==> config.mk <==
export PLATFORM = sky130hd
export DESIGN_NAME = uart_prog_loader
export DESIGN_NICKNAME = d
export VERILOG_FILES = /design/src/rtl/loader_pkg.sv /design/src/rtl/uart_rx_core.sv /design/src/rtl/uart_prog_loader.sv
export SDC_FILE = /design/constraint.sdc
export NUM_CORES = 1
export LEC_CHECK = 0
export CORE_ASPECT_RATIO = 0.8
export CORE_UTILIZATION = 40
export CTS_BUF_LIST = sky130_fd_sc_hd__clkbuf_8
export DETAILED_ROUTE_END_ITERATION = 16
export GPL_TIMING_DRIVEN = 0
export PLACE_DENSITY = 0.71
export SYNTH_ARGS = -nofsm -noshare
export SYNTH_HDL_FRONTEND = slang
export SYNTH_HIERARCHICAL = 1
export SYNTH_SLANG_ARGS = --single-unit
==> constraint.sdc <==
create_clock -name clk -period 4.75 [get_ports clk]
set_clock_uncertainty 0.2 [all_clocks]
set_input_delay 1.1875 -clock clk [delete_from_list [all_inputs] [get_ports clk]]
set_output_delay 1.1875 -clock clk [all_outputs]
set_load 0.005 [all_outputs]
==> src/rtl/loader_pkg.sv <==
// Shared definitions for the UART program loader: receiver state encoding and 8N1 frame constants.
package loader_pkg;

    localparam int DATA_BITS = 8;

    typedef enum logic [2:0] {
        IDLE  = 3'd0,
        START = 3'd1,
        DATA  = 3'd2,
        STOP  = 3'd3,
        BREAK = 3'd4
    } rx_state_e;

endpackage

==> src/rtl/uart_rx_core.sv <==
// 8N1 UART receiver: rxd synchroniser, mid-bit sampling FSM, start-glitch rejection, framing check.
//
// state | meaning
// IDLE  | line idle, waiting for a falling edge
// START | half a bit into the start bit, re-check it is still low
// DATA  | sampling 8 data bits LSB first at mid-bit
// STOP  | sampling the stop bit; high = good byte, low = framing error
// BREAK | line held low after a framing error, wait for it to return high
module uart_rx_core
    import loader_pkg::*;
#(
    parameter int CLKS_PER_BIT = 50
) (
    input  logic       clk,
    input  logic       rst,
    input  logic       rxd,
    output logic [7:0] byte_out,
    output logic       byte_valid,
    output logic       frame_err,
    output logic       busy
);

    localparam int             TW        = $clog2(CLKS_PER_BIT);
    localparam logic [TW-1:0]  HALF_LOAD = TW'(CLKS_PER_BIT / 2 - 1);
    localparam logic [TW-1:0]  FULL_LOAD = TW'(CLKS_PER_BIT - 1);
    localparam logic [2:0]     LAST_BIT  = 3'(DATA_BITS - 1);

    logic            rxd_meta_q;
    logic            rxd_s_q;
    rx_state_e       state_q, state_d;
    logic [TW-1:0]   tcnt_q, tcnt_d;
    logic [2:0]      bit_q, bit_d;
    logic [7:0]      data_q, data_d;
    logic            tcnt_done;

    always_ff @(posedge clk) begin
        if (rst) begin
            rxd_meta_q <= 1'b1;
            rxd_s_q    <= 1'b1;
        end else begin
            rxd_meta_q <= rxd;
            rxd_s_q    <= rxd_meta_q;
        end
    end

    always_ff @(posedge clk) begin
        if (rst) begin
            state_q <= IDLE;
            tcnt_q  <= '0;
            bit_q   <= '0;
            data_q  <= '0;
        end else begin
            state_q <= state_d;
            tcnt_q  <= tcnt_d;
            bit_q   <= bit_d;
            data_q  <= data_d;
        end
    end

    // Bit timer is a down-counter; every sample point is its terminal count.
    always_comb begin
        state_d    = state_q;
        tcnt_d     = tcnt_q;
        bit_d      = bit_q;
        data_d     = data_q;
        byte_valid = 1'b0;
        frame_err  = 1'b0;
        tcnt_done  = (tcnt_q == '0);

        case (state_q)
            IDLE: begin
                if (!rxd_s_q) begin
                    state_d = START;
                    tcnt_d  = HALF_LOAD;
                end
            end
            START: begin
                if (!tcnt_done) begin
                    tcnt_d = tcnt_q - 1'b1;
                end else if (rxd_s_q) begin
                    state_d = IDLE;
                end else begin
                    state_d = DATA;
                    bit_d   = '0;
                    tcnt_d  = FULL_LOAD;
                end
            end
            DATA: begin
                if (!tcnt_done) begin
                    tcnt_d = tcnt_q - 1'b1;
                end else begin
                    data_d = {rxd_s_q, data_q[7:1]};
                    tcnt_d = FULL_LOAD;
                    bit_d  = bit_q + 1'b1;
                    if (bit_q == LAST_BIT) begin
                        state_d = STOP;
                    end
                end
            end
            STOP: begin
                if (!tcnt_done) begin
                    tcnt_d = tcnt_q - 1'b1;
                end else if (rxd_s_q) begin
                    byte_valid = 1'b1;
                    state_d    = IDLE;
                end else begin
                    frame_err = 1'b1;
                    state_d   = BREAK;
                end
            end
            BREAK: begin
                if (rxd_s_q) begin
                    state_d = IDLE;
                end
            end
            default: state_d = IDLE;
        endcase
    end

    assign byte_out = data_q;
    assign busy     = (state_q != IDLE);

endmodule

==> src/rtl/uart_prog_loader.sv <==
// UART program loader: assembles received bytes little-endian into words and writes them
// sequentially into instruction memory until DEPTH words are loaded.
module uart_prog_loader
    import loader_pkg::*;
#(
    parameter int CLKS_PER_BIT  = 50,
    parameter int WORD_BYTES    = 4,
    parameter int DEPTH         = 512,
    parameter int ADDR_W        = $clog2(DEPTH),
    parameter int RESYNC_CYCLES = 0
) (
    input  logic                    clk,
    input  logic                    rst,
    input  logic                    rxd,
    output logic                    mem_we,
    output logic [ADDR_W-1:0]       mem_addr,
    output logic [8*WORD_BYTES-1:0] mem_wdata,
    output logic                    init_done,
    output logic                    busy,
    output logic [7:0]              frame_err_cnt
);

    localparam int                WW        = 8 * WORD_BYTES;
    localparam int                IDX_W     = $clog2(WORD_BYTES + 1);
    localparam logic [IDX_W-1:0]  LAST_IDX  = IDX_W'(WORD_BYTES - 1);
    localparam int                RS_W      = (RESYNC_CYCLES > 0) ? $clog2(RESYNC_CYCLES + 1) : 1;
    localparam logic [RS_W-1:0]   RS_LOAD   = RS_W'(RESYNC_CYCLES);
    localparam logic [ADDR_W-1:0] LAST_ADDR = ADDR_W'(DEPTH - 1);

    logic [7:0]        rx_byte;
    logic              rx_valid;
    logic              rx_ferr;
    logic              rx_busy;

    logic [WW-1:0]     shift_q, shift_d;
    logic [IDX_W-1:0]  byte_idx_q, byte_idx_d;
    logic [ADDR_W:0]   word_cnt_q, word_cnt_d;
    logic              mem_we_q, mem_we_d;
    logic [ADDR_W-1:0] mem_addr_q, mem_addr_d;
    logic [WW-1:0]     mem_wdata_q, mem_wdata_d;
    logic              init_done_q, init_done_d;
    logic [7:0]        ferr_cnt_q, ferr_cnt_d;
    logic [RS_W-1:0]   idle_cnt_q, idle_cnt_d;
    logic [WW+7:0]     shift_ext;
    logic [WW-1:0]     appended;
    logic              accept;

    uart_rx_core #(
        .CLKS_PER_BIT (CLKS_PER_BIT)
    ) u_rx (
        .clk        (clk),
        .rst        (rst),
        .rxd        (rxd),
        .byte_out   (rx_byte),
        .byte_valid (rx_valid),
        .frame_err  (rx_ferr),
        .busy       (rx_busy)
    );

    always_ff @(posedge clk) begin
        if (rst) begin
            shift_q     <= '0;
            byte_idx_q  <= '0;
            word_cnt_q  <= '0;
            mem_we_q    <= 1'b0;
            mem_addr_q  <= '0;
            mem_wdata_q <= '0;
            init_done_q <= 1'b0;
            ferr_cnt_q  <= '0;
            idle_cnt_q  <= RS_LOAD;
        end else begin
            shift_q     <= shift_d;
            byte_idx_q  <= byte_idx_d;
            word_cnt_q  <= word_cnt_d;
            mem_we_q    <= mem_we_d;
            mem_addr_q  <= mem_addr_d;
            mem_wdata_q <= mem_wdata_d;
            init_done_q <= init_done_d;
            ferr_cnt_q  <= ferr_cnt_d;
            idle_cnt_q  <= idle_cnt_d;
        end
    end

    // New byte enters at the top so the first byte of a word ends up in bits [7:0].
    assign shift_ext = {rx_byte, shift_q};
    assign appended  = shift_ext[WW+7:8];
    assign accept    = rx_valid && !init_done_q && !word_cnt_q[ADDR_W];

    always_comb begin
        shift_d     = shift_q;
        byte_idx_d  = byte_idx_q;
        word_cnt_d  = word_cnt_q;
        mem_we_d    = 1'b0;
        mem_addr_d  = mem_addr_q;
        mem_wdata_d = mem_wdata_q;
        idle_cnt_d  = idle_cnt_q;
        ferr_cnt_d  = ferr_cnt_q;
        init_done_d = init_done_q || (mem_we_q && (mem_addr_q == LAST_ADDR));

        if (rx_ferr && (ferr_cnt_q != 8'hFF)) begin
            ferr_cnt_d = ferr_cnt_q + 8'd1;
        end

        if (rx_valid) begin
            idle_cnt_d = RS_LOAD;
            if (accept) begin
                if (byte_idx_q == LAST_IDX) begin
                    mem_we_d    = 1'b1;
                    mem_wdata_d = appended;
                    mem_addr_d  = word_cnt_q[ADDR_W-1:0];
                    word_cnt_d  = word_cnt_q + 1'b1;
                    byte_idx_d  = '0;
                    shift_d     = '0;
                end else begin
                    shift_d    = appended;
                    byte_idx_d = byte_idx_q + 1'b1;
                end
            end
        end else if ((RESYNC_CYCLES > 0) && (byte_idx_q != '0) && !rx_busy) begin
            // Partial word has sat idle too long: drop it so the next byte starts a fresh word.
            if (idle_cnt_q == '0) begin
                byte_idx_d = '0;
                shift_d    = '0;
                idle_cnt_d = RS_LOAD;
            end else begin
                idle_cnt_d = idle_cnt_q - 1'b1;
            end
        end
    end

    assign mem_we        = mem_we_q;
    assign mem_addr      = mem_addr_q;
    assign mem_wdata     = mem_wdata_q;
    assign init_done     = init_done_q;
    assign busy          = rx_busy;
    assign frame_err_cnt = ferr_cnt_q;

endmodule

==> results.txt, run 1 <==
- Outcome: finished clean
- Final-report hold violation count: 0
- 55 I/O pins were placed.
- The count of pins over their slew limit was 0.
* Reg2reg path depth: 11
- Max-cap violations in this run came to 0.
* Startpoint of the lowest-slack register-to-register path: u_rx/tcnt_q[0]
- Averaged over all synthesized cells, the footprint is 8.41 um^2.
- Leading register cell type out of synthesis: sky130_fd_sc_hd__dfxtp_1
* Last weighted congestion value of the routability-driven placer: 0.917
- Fraction of post-synthesis cell area in the top cell type by area: a little under half
* Origin of the worst min-delay path: u_rx/rxd_meta_q
- Fill cell instance count of the final layout: 1,061
- The design draws 1670 uW.
* Most Frequent Cell on Critical Path: sky130_fd_sc_hd__clkbuf_1
- Total inserted antenna cells: 0
* Final period util: 76.4%
- Clock tree from TritonCTS: built
- After clock tree synthesis, the flow added hold-fix buffers numbering 0.
- Routed wire length: roughly 12 mm
* Total global routing track utilization: 20.2%
- Clk slew on worst S/H paths: 90 ps
- In this design, the stage delay of the slowest critical-path cell is 490 ps.
* Total via count in the routed design: 4,296
- Using the TritonRoute via totals, the vias-per-cell ratio works out to around 5.6.
- Count of buffers from port buffering: 54
- The critical path goes through clkbuf_1 > clkbuf_1 > or3_1 > clkdlybuf4s50_1.
- For the worst setup path, the data required time is roughly 3400 ps.
- Most area-consuming cells after synthesis: sky130_fd_sc_hd__dfxtp_1 (48%), sky130_fd_sc_hd__a21oi_1 (8.6%), sky130_fd_sc_hd__nand3_1 (7.8%)
- Slew at the pin with the worst max-slew slack: between 600 and 700 ps
- For this design the ratio of total power to cell area is 299 nW/um^2.
- For this run, the top clock speed supported by timing is 276 MHz.
- Number of iterations in the first detailed-routing pass: 5
* Number of enable flip-flop cells after synthesis: 0
* Slew HR: 55.6%
- The first global-routing pass estimated 19.2 mm of wire.
- Fraction of final layout cells with drive strength greater than 1: 5.02%
* Post CTS Setup Buffer Count: 0
- Number of global-route vias before repair: between 3,000 and 4,000
* Number of H-tree levels: 3
- Floorplan die width: between 100 and 150 um
* Overall die height: around 98 um
* Reg2Reg Setup Slack: 1260 ps
- For the worst setup path, the data arrival time is 2240 ps.
* Core ar.: 11,100 um^2
* Later-pin clock latency in the skew report: 380 ps
- Post-synthesis instance area: about 4600 um^2
- Resized cells post-CTS: 0
- Counting flops with an async set or reset pin after synthesis yields a share of 0%.
- Detailed placement finished with a half-perimeter wire length of approximately 8.4 mm.
- Most common cell after layout, fill and taps aside: sky130_fd_sc_hd__dfxtp_1
- The worst setup path is captured at an output port.
* Cells after Synth: 549
- Once detail routing completed, the nets flagged for antenna violations numbered 0.
* Type of element launching the critical path: flip-flop
- The min-delay analysis places its worst path in the category flip-flop to flip-flop.
- Number of clock buffers inserted by TritonCTS: 9
- The slowest stage of the critical path belongs to the cell sky130_fd_sc_hd__clkdlybuf4s50_1.
* R2r endpoint: mem_wdata[23]
- Routed length per instance: 15.3 um
* First DRT Iteration DRCs: 275
- Post-synthesis sequential area ratio: 47.7%
- Leakage power: 0.00178 uW
- The clock passes through at most 2 buffers.
* Type of the worst setup path: flip-flop to output port
* Minimum clock period after layout: 3630 ps
- The net count of the finished layout is 623.
- Global route overflow: 0
- Commonest non-fill, non-tap cells in the layout: sky130_fd_sc_hd__dfxtp_1 (110), sky130_fd_sc_hd__a21oi_1 (79), sky130_fd_sc_hd__nand3_1 (72), sky130_fd_sc_hd__clkdlybuf4s50_1 (54), sky130_fd_sc_hd__o21ai_0 (44)
- Flip-flop and latch count after synthesis: 110
* Hold path cells: 1
- The number of nets in the synthesized netlist is 558.
- Cell taking the most area after synthesis: sky130_fd_sc_hd__dfxtp_1
* Synth-to-Final Area Change: 20.7%
- Antenna violations before repair: 0
- The die covers around 12,000 um^2.
- Standard-cell row count: 34
* Starting density of the core: a little over two fifths
- In the routed design, unresolved DRC markers number 0.
- During synthesis, Yosys emitted a total of 6 warnings.
* Aggregate negative setup slack: 0 ps
* Highest fanout seen on the critical path: 10
* Clock Root Buffer: sky130_fd_sc_hd__clkbuf_8
- Number of sinks driven by the clock tree: 110
- Entering global routing, the biggest net connects 18 pins.
- RSZ-0062 raised after global routing: no
- IR drop worst, VDD: 0.246 mV
* Hold path endpoint: u_rx/rxd_s_q
- Setup violations remaining at the end of the flow were counted as 0.
- The netlist uses around 50 different library cells.
## cell type report
cell class | count | area [um^2] | area share [%]
timing repair buffer | 54 | 541 | 9.70
clock inverter | 6 | 111 | 2.00
clock buffer | 9 | 124 | 2.22
sequential | 110 | 2200 | 39.5
buffer | 45 | 176 | 3.16
inverter | 7 | 26.3 | 0.471
tap | 144 | 180 | 3.23
multi-input combinational | 387 | 2210 | 39.7
## metal layers
metal	part of all wire [%]	global-route usage, %	vias to the layer above
li1	-	-	2107
met1	49	29.5	2037
met2	43	29.3	137
met3	6.9	4.32	15
met4	1.4	6.47	0
met5	0	0	-
## kinds of logic after synthesis
| kind of cell | synth area share (%) |
|---|---|
| AOI/OAI and AO/OA | 19.4 |
| xor gates and xnor gates | 0.190 |
| adders and majority gates | 1.63 |
| buffers and inverters | 4.39 |
| DFF | 47.7 |
| muxes | 3.58 |
| and+or+nand+nor | 23.2 |
## synth_stat cells (2+ instances only)
cell type,count
sky130_fd_sc_hd__a21oi_1,79
sky130_fd_sc_hd__a2111oi_0,3
sky130_fd_sc_hd__dfxtp_1,110
sky130_fd_sc_hd__clkbuf_1,37
sky130_fd_sc_hd__o21a_1,3
sky130_fd_sc_hd__a311oi_1,2
sky130_fd_sc_hd__buf_1,2
sky130_fd_sc_hd__o21bai_1,2
sky130_fd_sc_hd__nor3_1,13
sky130_fd_sc_hd__mux2i_1,12
sky130_fd_sc_hd__o21ai_0,44
sky130_fd_sc_hd__nor2_1,24
sky130_fd_sc_hd__a41oi_1,2
sky130_fd_sc_hd__and3_1,4
sky130_fd_sc_hd__nor4_1,5
sky130_fd_sc_hd__and3b_1,2
sky130_fd_sc_hd__nand4b_1,2
sky130_fd_sc_hd__nand2_1,42
sky130_fd_sc_hd__buf_2,6
sky130_fd_sc_hd__a211oi_1,5
sky130_fd_sc_hd__nor2b_1,9
sky130_fd_sc_hd__or4_1,6
sky130_fd_sc_hd__or3_1,4
sky130_fd_sc_hd__inv_1,7
sky130_fd_sc_hd__a221oi_1,2
sky130_fd_sc_hd__nand4_1,6
sky130_fd_sc_hd__or2_2,3
sky130_fd_sc_hd__ha_1,6
sky130_fd_sc_hd__a21boi_0,2
sky130_fd_sc_hd__mux2_2,4
sky130_fd_sc_hd__o31ai_1,7
sky130_fd_sc_hd__nand2b_1,6
sky130_fd_sc_hd__nand3_1,72
## registers in the layout, summed over array words and instances, names as in the netlist
| name | cells |
|---|---|
| mem_addr | 9 |
| mem_we | 1 |
| mem_wdata | 32 |
| shift_q | 24 |
| u_rx/tcnt_q | 6 |
| u_rx/byte_out | 8 |
| frame_err_cnt | 8 |
| u_rx/state_q | 3 |
| word_cnt_q | 10 |
| init_done | 1 |
| u_rx/bit_q | 3 |
| u_rx/rxd_s_q | 1 |
| byte_idx_q | 3 |
| u_rx/rxd_meta_q | 1 |
## metrics by stage
step	instance area [um^2]	cells	util (%)	hold slack (ps)	setup WS, ps
6_report	5570	762	50.4	220	1120
5_1_grt	5570	762	50.4	242	980
3_3_place_gp	5340	747	48.3	191	1370
2_1_floorplan	4620	549	-	189	1980
3_5_place_dp	5340	747	48.3	196	1370
4_1_cts	5570	762	50.4	219	1110
## worst max-delay path, delay by kind of cell (launching register included)
kind / cells / cell delay [ps]
AND/OR/NAND/NOR: 1 / 180
flip-flops: 1 / 380
buffers and inverters: 3 / 1310
## where the power goes
part	internal, uW	switching [uW]	total (uW)
Clock	347	308	655
Sequential	927	6.39	933
Combinational	25.1	51.4	76.6
## how the worst max path moves through the flow
stage / from / endpoint / slack (ps) / cells after the start
2_1_floorplan: u_rx/tcnt_q[0] / word_cnt_q[7] / 1980 / 10
3_3_place_gp: u_rx/tcnt_q[0] / mem_wdata[23] / 1370 / 11
3_5_place_dp: u_rx/tcnt_q[0] / mem_wdata[23] / 1370 / 11
4_1_cts: u_rx/state_q[2] / busy / 1110 / 4
5_1_grt: u_rx/tcnt_q[0] / mem_wdata[22] / 980 / 11
6_report: u_rx/state_q[2] / busy / 1120 / 4
(Power assumes the default switching activity.)
==> inputs of run 2 (changes only) <==
==> constraint.sdc (replaced) <==
create_clock -name clk -period 3.6 [get_ports clk]
set_clock_uncertainty 0.2 [all_clocks]
set_input_delay 0.9 -clock clk [delete_from_list [all_inputs] [get_ports clk]]
set_output_delay 0.9 -clock clk [all_outputs]
set_load 0.005 [all_outputs]
==> results.txt, run 2 (synthesis gave the netlist of run 1 again) <==
- The clock network power share is 39.3% (about the same).
- Area occupied by multi-input gates: 2220 um^2 (+0.34%)
* Antenna violations before repair: 0 (unchanged)
- Critical path buffers and inverters: 3 (unchanged)
* Final period util: 92.5%
* Most Frequent Cell on Critical Path: sky130_fd_sc_hd__clkbuf_1
* Fill cell instance count of the final layout: 1,062 (+0.094%)
- Switch share: 22.0% (about the same)
- Crit path max-delay cell type: sky130_fd_sc_hd__clkdlybuf4s50_1
- The total routed wirelength was 11.6 mm (about the same).
- The number of buffers inserted during clock tree synthesis came to 9 (unchanged).
- Number of H-tree levels: 3 (unchanged)
- Number of vias per cell: 5.70 (+1.1%)
* Area post-placement: 5340 um^2 (unchanged)
- The remaining number of nets flagged by the antenna check after routing came to 0 (unchanged).
- Outcome: finished clean
- RSZ-0062 raised after global routing: no
* Clock tree from TritonCTS: built
- Slew HR: 55.7% (+0.12 points)
- Crit. End Element: output port
- Walking the worst path, the cells encountered are clkbuf_1 > clkbuf_1 > or3_1 > clkdlybuf4s50_1.
* Gate family responsible for the most delay along the worst path: buffers and inverters
* Pin count of the biggest net entering global routing: 18 (unchanged)
- The width of the chip came to 122 um (unchanged).
- Arrival time of data at the critical path endpoint: 2230 ps (about the same)
* Number of top-level pins: 55 (unchanged)
* Number of iterations in the first detailed-routing pass: 5 (unchanged)
* Power consumption: 2200 uW (+32%)
- Detailed Place HPWL: 8.36 mm (unchanged)
- The clock latency reported for the late side of the worst-skew pair is 370 ps (about the same).
- Number of global-route vias before repair: 3,925 (unchanged)
* Commonest non-fill, non-tap cells in the layout: sky130_fd_sc_hd__dfxtp_1 (110), sky130_fd_sc_hd__a21oi_1 (79), sky130_fd_sc_hd__nand3_1 (72), sky130_fd_sc_hd__clkdlybuf4s50_1 (54), sky130_fd_sc_hd__o21ai_0 (44)
* Clock Root Buffer: sky130_fd_sc_hd__clkbuf_8
- The DRC violation total after the first TritonRoute iteration came to 268 (-2.5%).
- The internal power contribution came to 1710 uW (+32%).
* Total global routing track utilization: 20.2% (unchanged)
- Leakage power: 0.00178 uW (+0.29%)
- The number of buffers inserted by port buffering was 54 (unchanged).
- The vertical die dimension was 98.1 um (unchanged).
* Storage element area: 2200 um^2 (unchanged)
- Worst-case setup slack after placement: 218 ps (-1150 ps)
- The mean routed wirelength per cell came to 15.3 um (about the same).
- Number of sinks driven by the clock tree: 110 (unchanged)
- By startpoint and endpoint, the worst setup path is classified as flip-flop to output port.
* Total inserted antenna cells: 0 (unchanged)
* Switching pwr: 484 uW (+32%)
- # hold bufs at CTS: 0 (unchanged)
- Core ar.: 11,100 um^2 (unchanged)
- The DRC violations left is 0 (unchanged).
- IR drop worst, VDD: 0.326 mV (+32%)
- The number of rows in the core area is 34 (unchanged).
- The delay of the slowest cell on the worst path is 490 ps (about the same).
- Final setup violation count: 0 (unchanged)
* Most common cell after layout, fill and taps aside: sky130_fd_sc_hd__dfxtp_1
- Max FFs per register: 32 (unchanged)
* Pins over their slew limit: 0 (unchanged)
- The utilization of the core after routing is 50.5% (+0.068 points).
- Synth-to-Final Area Change: 20.9%
- The routability congestion estimate from global placement is 0.917 (unchanged).
- Fraction of final layout cells with drive strength greater than 1: 5.34% (+0.32 points)
- The sum of negative setup slack came to 0 ps (unchanged).
* Total via count in the routed design: 4,344 (+1.1%)
* Worst endpoint required time: 2500 ps (-860 ps)
- The total power density per cell area is 394 nW/um^2 (+32%).
- The number of max-cap violations was 0 (unchanged).
* Clk slew on worst S/H paths: 90 ps (about the same)
* Global route overflow: 0 (unchanged)
- The post-layout net count came to 623 (unchanged).
- The largest fanout on the critical path came to 10 (unchanged).
* Maximum buffer depth of the clock tree: 2 (unchanged)
- Sequential cell fraction of total power: 56.0% (about the same)
- Final-report hold violation count: 0 (unchanged)
- STA classifies the critical path startpoint as a flip-flop.
- The logic gate share of total power was 4.6% (about the same).
- Worst hold-check path type: flip-flop to flip-flop
- The slew at the pin with the worst max-slew slack came to 659 ps (-1.80 ps).
* Fmax: 300 MHz
- Counting I/O delays and the setup requirement, the final critical path takes 3330 ps.
* DIE AREA: 12,000 um^2 (unchanged)
- Starting density of the core: 41.8% (unchanged)
- Wire length of the first global-routing pass: 19.2 mm (unchanged)
- The setup slack of the critical path after layout came to 270 ps (-853 ps).
* Total non-filler cell area in the finished layout: 5580 um^2 (+0.13%)
## run 2: changes by cell type in the layout (fill, tap and decap cells not counted)
| cell | delta |
|---|---|
| sky130_fd_sc_hd__nor2_1 | -1 |
| sky130_fd_sc_hd__nor2_2 | +1 |
| sky130_fd_sc_hd__nor3b_1 | -1 |
| sky130_fd_sc_hd__nor3b_2 | +1 |
## run 2: worst register-to-register path, cell delays in order (launching register included)
cell and delay [ps]:
sky130_fd_sc_hd__dfxtp_1 360, sky130_fd_sc_hd__inv_1 160, sky130_fd_sc_hd__ha_1 230, sky130_fd_sc_hd__nand2b_1 210, sky130_fd_sc_hd__nor2_2 290, sky130_fd_sc_hd__nand4b_1 210, sky130_fd_sc_hd__nor2_1 200, sky130_fd_sc_hd__or3b_1 350
sky130_fd_sc_hd__buf_2 190, sky130_fd_sc_hd__nor4_1 410, sky130_fd_sc_hd__mux2_2 380
## run 2: layout make-up
class                   instances  share of cell area (%)
plain buffers                  45                    3.16
clock buffers                   9                    2.22
repair buffers                 54                    9.68
clock inverters                 6                    2.00
inverters                       7                   0.471
well taps                     144                    3.23
multi-input cells             387                    39.8
flip-flops and latches        110                    39.5
## run 2: worst paths after layout
kind              startpoint            end  slack [ps]  cells past startpoint
min          u_rx/rxd_meta_q   u_rx/rxd_s_q         220                      1
max          u_rx/state_q[2]           busy         270                      4
max reg2reg   u_rx/tcnt_q[0]  word_cnt_q[6]         300                     10
min reg2reg  u_rx/rxd_meta_q   u_rx/rxd_s_q         220                      1
## run 2: power groups by stage
stage / Sequential, uW / Clock [uW] / Combinational, uW
after floorplan: 1260 / 0 / 72.8
after global placement: 1260 / 0 / 98.7
after detailed placement: 1260 / 0 / 98.7
after CTS: 1230 / 886 / 99.3
after global routing: 1230 / 929 / 114
final: 1230 / 865 / 102
## run 2: metal layers
| metal | vias to the layer above | wire length (um) | global-route usage [%] |
|---|---|---|---|
| met1 | 2072 | 5700 | 29.5 |
| met3 | 16 | 793 | 4.32 |
| met5 | - | 0 | 0 |
| met4 | 0 | 164 | 6.47 |
| li1 | 2111 | - | - |
| met2 | 145 | 4970 | 29.3 |
## run 2: per-stage QoR
| step | hold WS, ps | std cells |
|---|---|---|
| 3_5_place_dp | 196 | 747 |
| 5_1_grt | 242 | 762 |
| 4_1_cts | 219 | 762 |
| 6_report | 220 | 762 |
| 2_1_floorplan | 189 | 549 |
| 3_3_place_gp | 191 | 747 |
## run 2: what timing repair did
item | 4_1_cts | 5_1_grt
setup buffers | 0 | 0
gates resized for setup | 0 | 2
endpoints found under the setup margin | 0 | 34
==> RTL change: new RTL, config.mk and constraints of run 2 <==
`CLKS_PER_BIT` is set to 50 in 2 places; all go to 100.
--- a/src/rtl/uart_rx_core.sv
+++ b/src/rtl/uart_rx_core.sv
@@ -9,7 +9,7 @@
 module uart_rx_core
     import loader_pkg::*;
 #(
-    parameter int CLKS_PER_BIT = 50
+    parameter int CLKS_PER_BIT = 100
 ) (
     input  logic       clk,
     input  logic       rst,
--- a/src/rtl/uart_prog_loader.sv
+++ b/src/rtl/uart_prog_loader.sv
@@ -3,7 +3,7 @@
 module uart_prog_loader
     import loader_pkg::*;
 #(
-    parameter int CLKS_PER_BIT  = 50,
+    parameter int CLKS_PER_BIT  = 100,
     parameter int WORD_BYTES    = 4,
     parameter int DEPTH         = 512,
     parameter int ADDR_W        = $clog2(DEPTH),
Check against the original RTL: same outputs for any inputs over 10 cycles, from zero or initial values and one cycle with rst high; that may be too few to reach the edited logic, so the function may still have changed.
==> RTL change against run 2 <==
  * Register-to-register slack improved by 0.02 ns
  * Total power decreased by 2.4%
  * Wire length grew 4.0%
  * Worst setup slack better by 0.048 ns
  * Synthesized area is 2.1% higher
  * Clock power down 14%
  * Critical path depth grew 8
  * Final cell count rose by 1.2%
  * Sequential cell count is 1 higher
  * Final area increased by 0.94%
  * Critical path type is now reg -> reg
  * Largest power group unchanged
==> RTL change: results (changes against run 2) <==
[power_and_ir_drop]
p_leak_nw = 1.85  ; +3.8%
peakVddDrop_mv = 0.185  ; -43%

[clocking]
clk_latency_ns = 0.39  ; +0.02 ns
cts_buffer_depth = 2  ; unchanged
cts_setup_buffers = 0  ; unchanged
clk_pin_slew_ns = 0.11  ; +0.02 ns

[grt]
track_usage = 0.206  ; +0.00417
grt_pass1_wl_mm = 19.9  ; +3.3%
grt_pass1_vias = 4058  ; +3.4%
grt_max_degree = 22  ; +4

[critical_path]
crit_arrival_ns = 3.36  ; +1.13 ns
critical_path.top_delay_family = simple AND/OR/NAND/NOR gates
critPathSlowestCell = nor4_1
startpoint = u_rx/tcnt_q[0]$_SDFFE_PP0P_
reg2reg_slack_ns = 0.32  ; +0.02 ns
ff2ff_path_depth = 12  ; +2
max_stage_delay_ns = 0.44  ; -0.05 ns
endpoint = word_cnt_q[7]$_SDFFE_PP0P_

[synth]
synthXorXnorAreaFrac = 0  ; -0.00190
synth_compound_area_frac = 0.207  ; +0.0138
synthAdderAreaFrac = 0.0186  ; +0.00232
syn_nets = 563  ; +0.90%
synth_cell_types = 60  ; +22%
seq_area_frac_synth = 0.471  ; -0.00562
synthMuxAreaShare = 0.0332  ; -0.00260
synth_common_cells = dfxtp_1 (111), a21oi_1 (82), nand3_1 (75)
yosys-top-cells-area = dfxtp_1 (47%), a21oi_1 (8.7%), nand3_1 (8.0%), o21ai_0 (4.7%), nand2_1 (3.3%)

[detailed_routing]
first_pass_iters = 7  ; +2
drt-initial-drc-count = 367  ; +37%
via_count = 4455  ; +2.6%
routedWlPerCell_um = 15.7  ; +2.8%

[hold_path]
min_to = u_rx/rxd_s_q$_SDFF_PP1_

[timing]
max_freq_ghz = 0.305  ; +1.5%
tightest_slew_ns = 0.615  ; -0.0438 ns

[placed_design]
dp_hpwl_mm = 8.81  ; +5.4%
routabilityCongestion = 0.847  ; -7.6%
port_buffers = 54  ; unchanged
post-place-ws_ns = 0.305  ; +0.0870 ns

[run_status]
outcome = finished clean

[layout]
fillers = 1112  ; +4.7%
nets = 628  ; +0.80%
drive_gt1_frac = 0.0706  ; +0.0172

-- RTL change: changes by cell type after synthesis, moves of 3 or more --
cell      before  now
nand4_1        6   10
nor3_1        13    6
a21oi_1       79   82
nor2_1        24   19
nand3_1       72   75
nor2b_1        9    6
inv_1          7   10
nor3b_1        1    5
nand2b_1       6    2
-- RTL change: area by class of cell --
cell class / instances / area, um2 / area share
Buffer: 47 / 204 / 0.0362
Clock buffer: 9 / 124 / 0.0220
Clock inverter: 7 / 68.8 / 0.0122
Inverter: 11 / 41.3 / 0.00733
Multi-Input combinational cell: 384 / 2250 / 0.399
Sequential cell: 111 / 2220 / 0.394
Tap cell: 148 / 185 / 0.0329
Timing Repair Buffer: 54 / 541 / 0.0959
-- RTL change: stage by stage --
step / hold slack, ns / utilization / area [um2] / cells
2_1_floorplan: 0.189 / - / 4720 / 553
3_3_place_gp: 0.201 / 0.472 / 5440 / 755
5_1_grt: 0.251 / 0.489 / 5630 / 771
6_report: 0.223 / 0.489 / 5630 / 771
4_1_cts: 0.227 / 0.489 / 5630 / 771
3_5_place_dp: 0.198 / 0.472 / 5440 / 755
-- RTL change: routing by layer --
layer  global-route usage  wire length, um
met5                    0                0
met4               0.0686              232
met3               0.0424              728
met2                0.317             5580
met1                0.287             5550
-- RTL change: report_power, final --
group	internal (mW)	leakage, nW	switching (mW)	total, mW
sequential	1.24	0.895	0.0104	1.25
clock	0.277	0.101	0.469	0.746
combinational	0.0602	0.853	0.0925	0.153
total	1.57	1.85	0.572	2.14
-- RTL change: cell families (layout without fill, tap and decap cells) --
| family | count (synthesis) | in the layout |
|---|---|---|
| AOI/OAI and AO/OA | 166 | 166 |
| and+or+nand+nor | 196 | 196 |
| buffers and inverters | 58 | 128 |
| DFF | 111 | 111 |
| adders and majority gates | 7 | 7 |
| muxes | 15 | 15 |
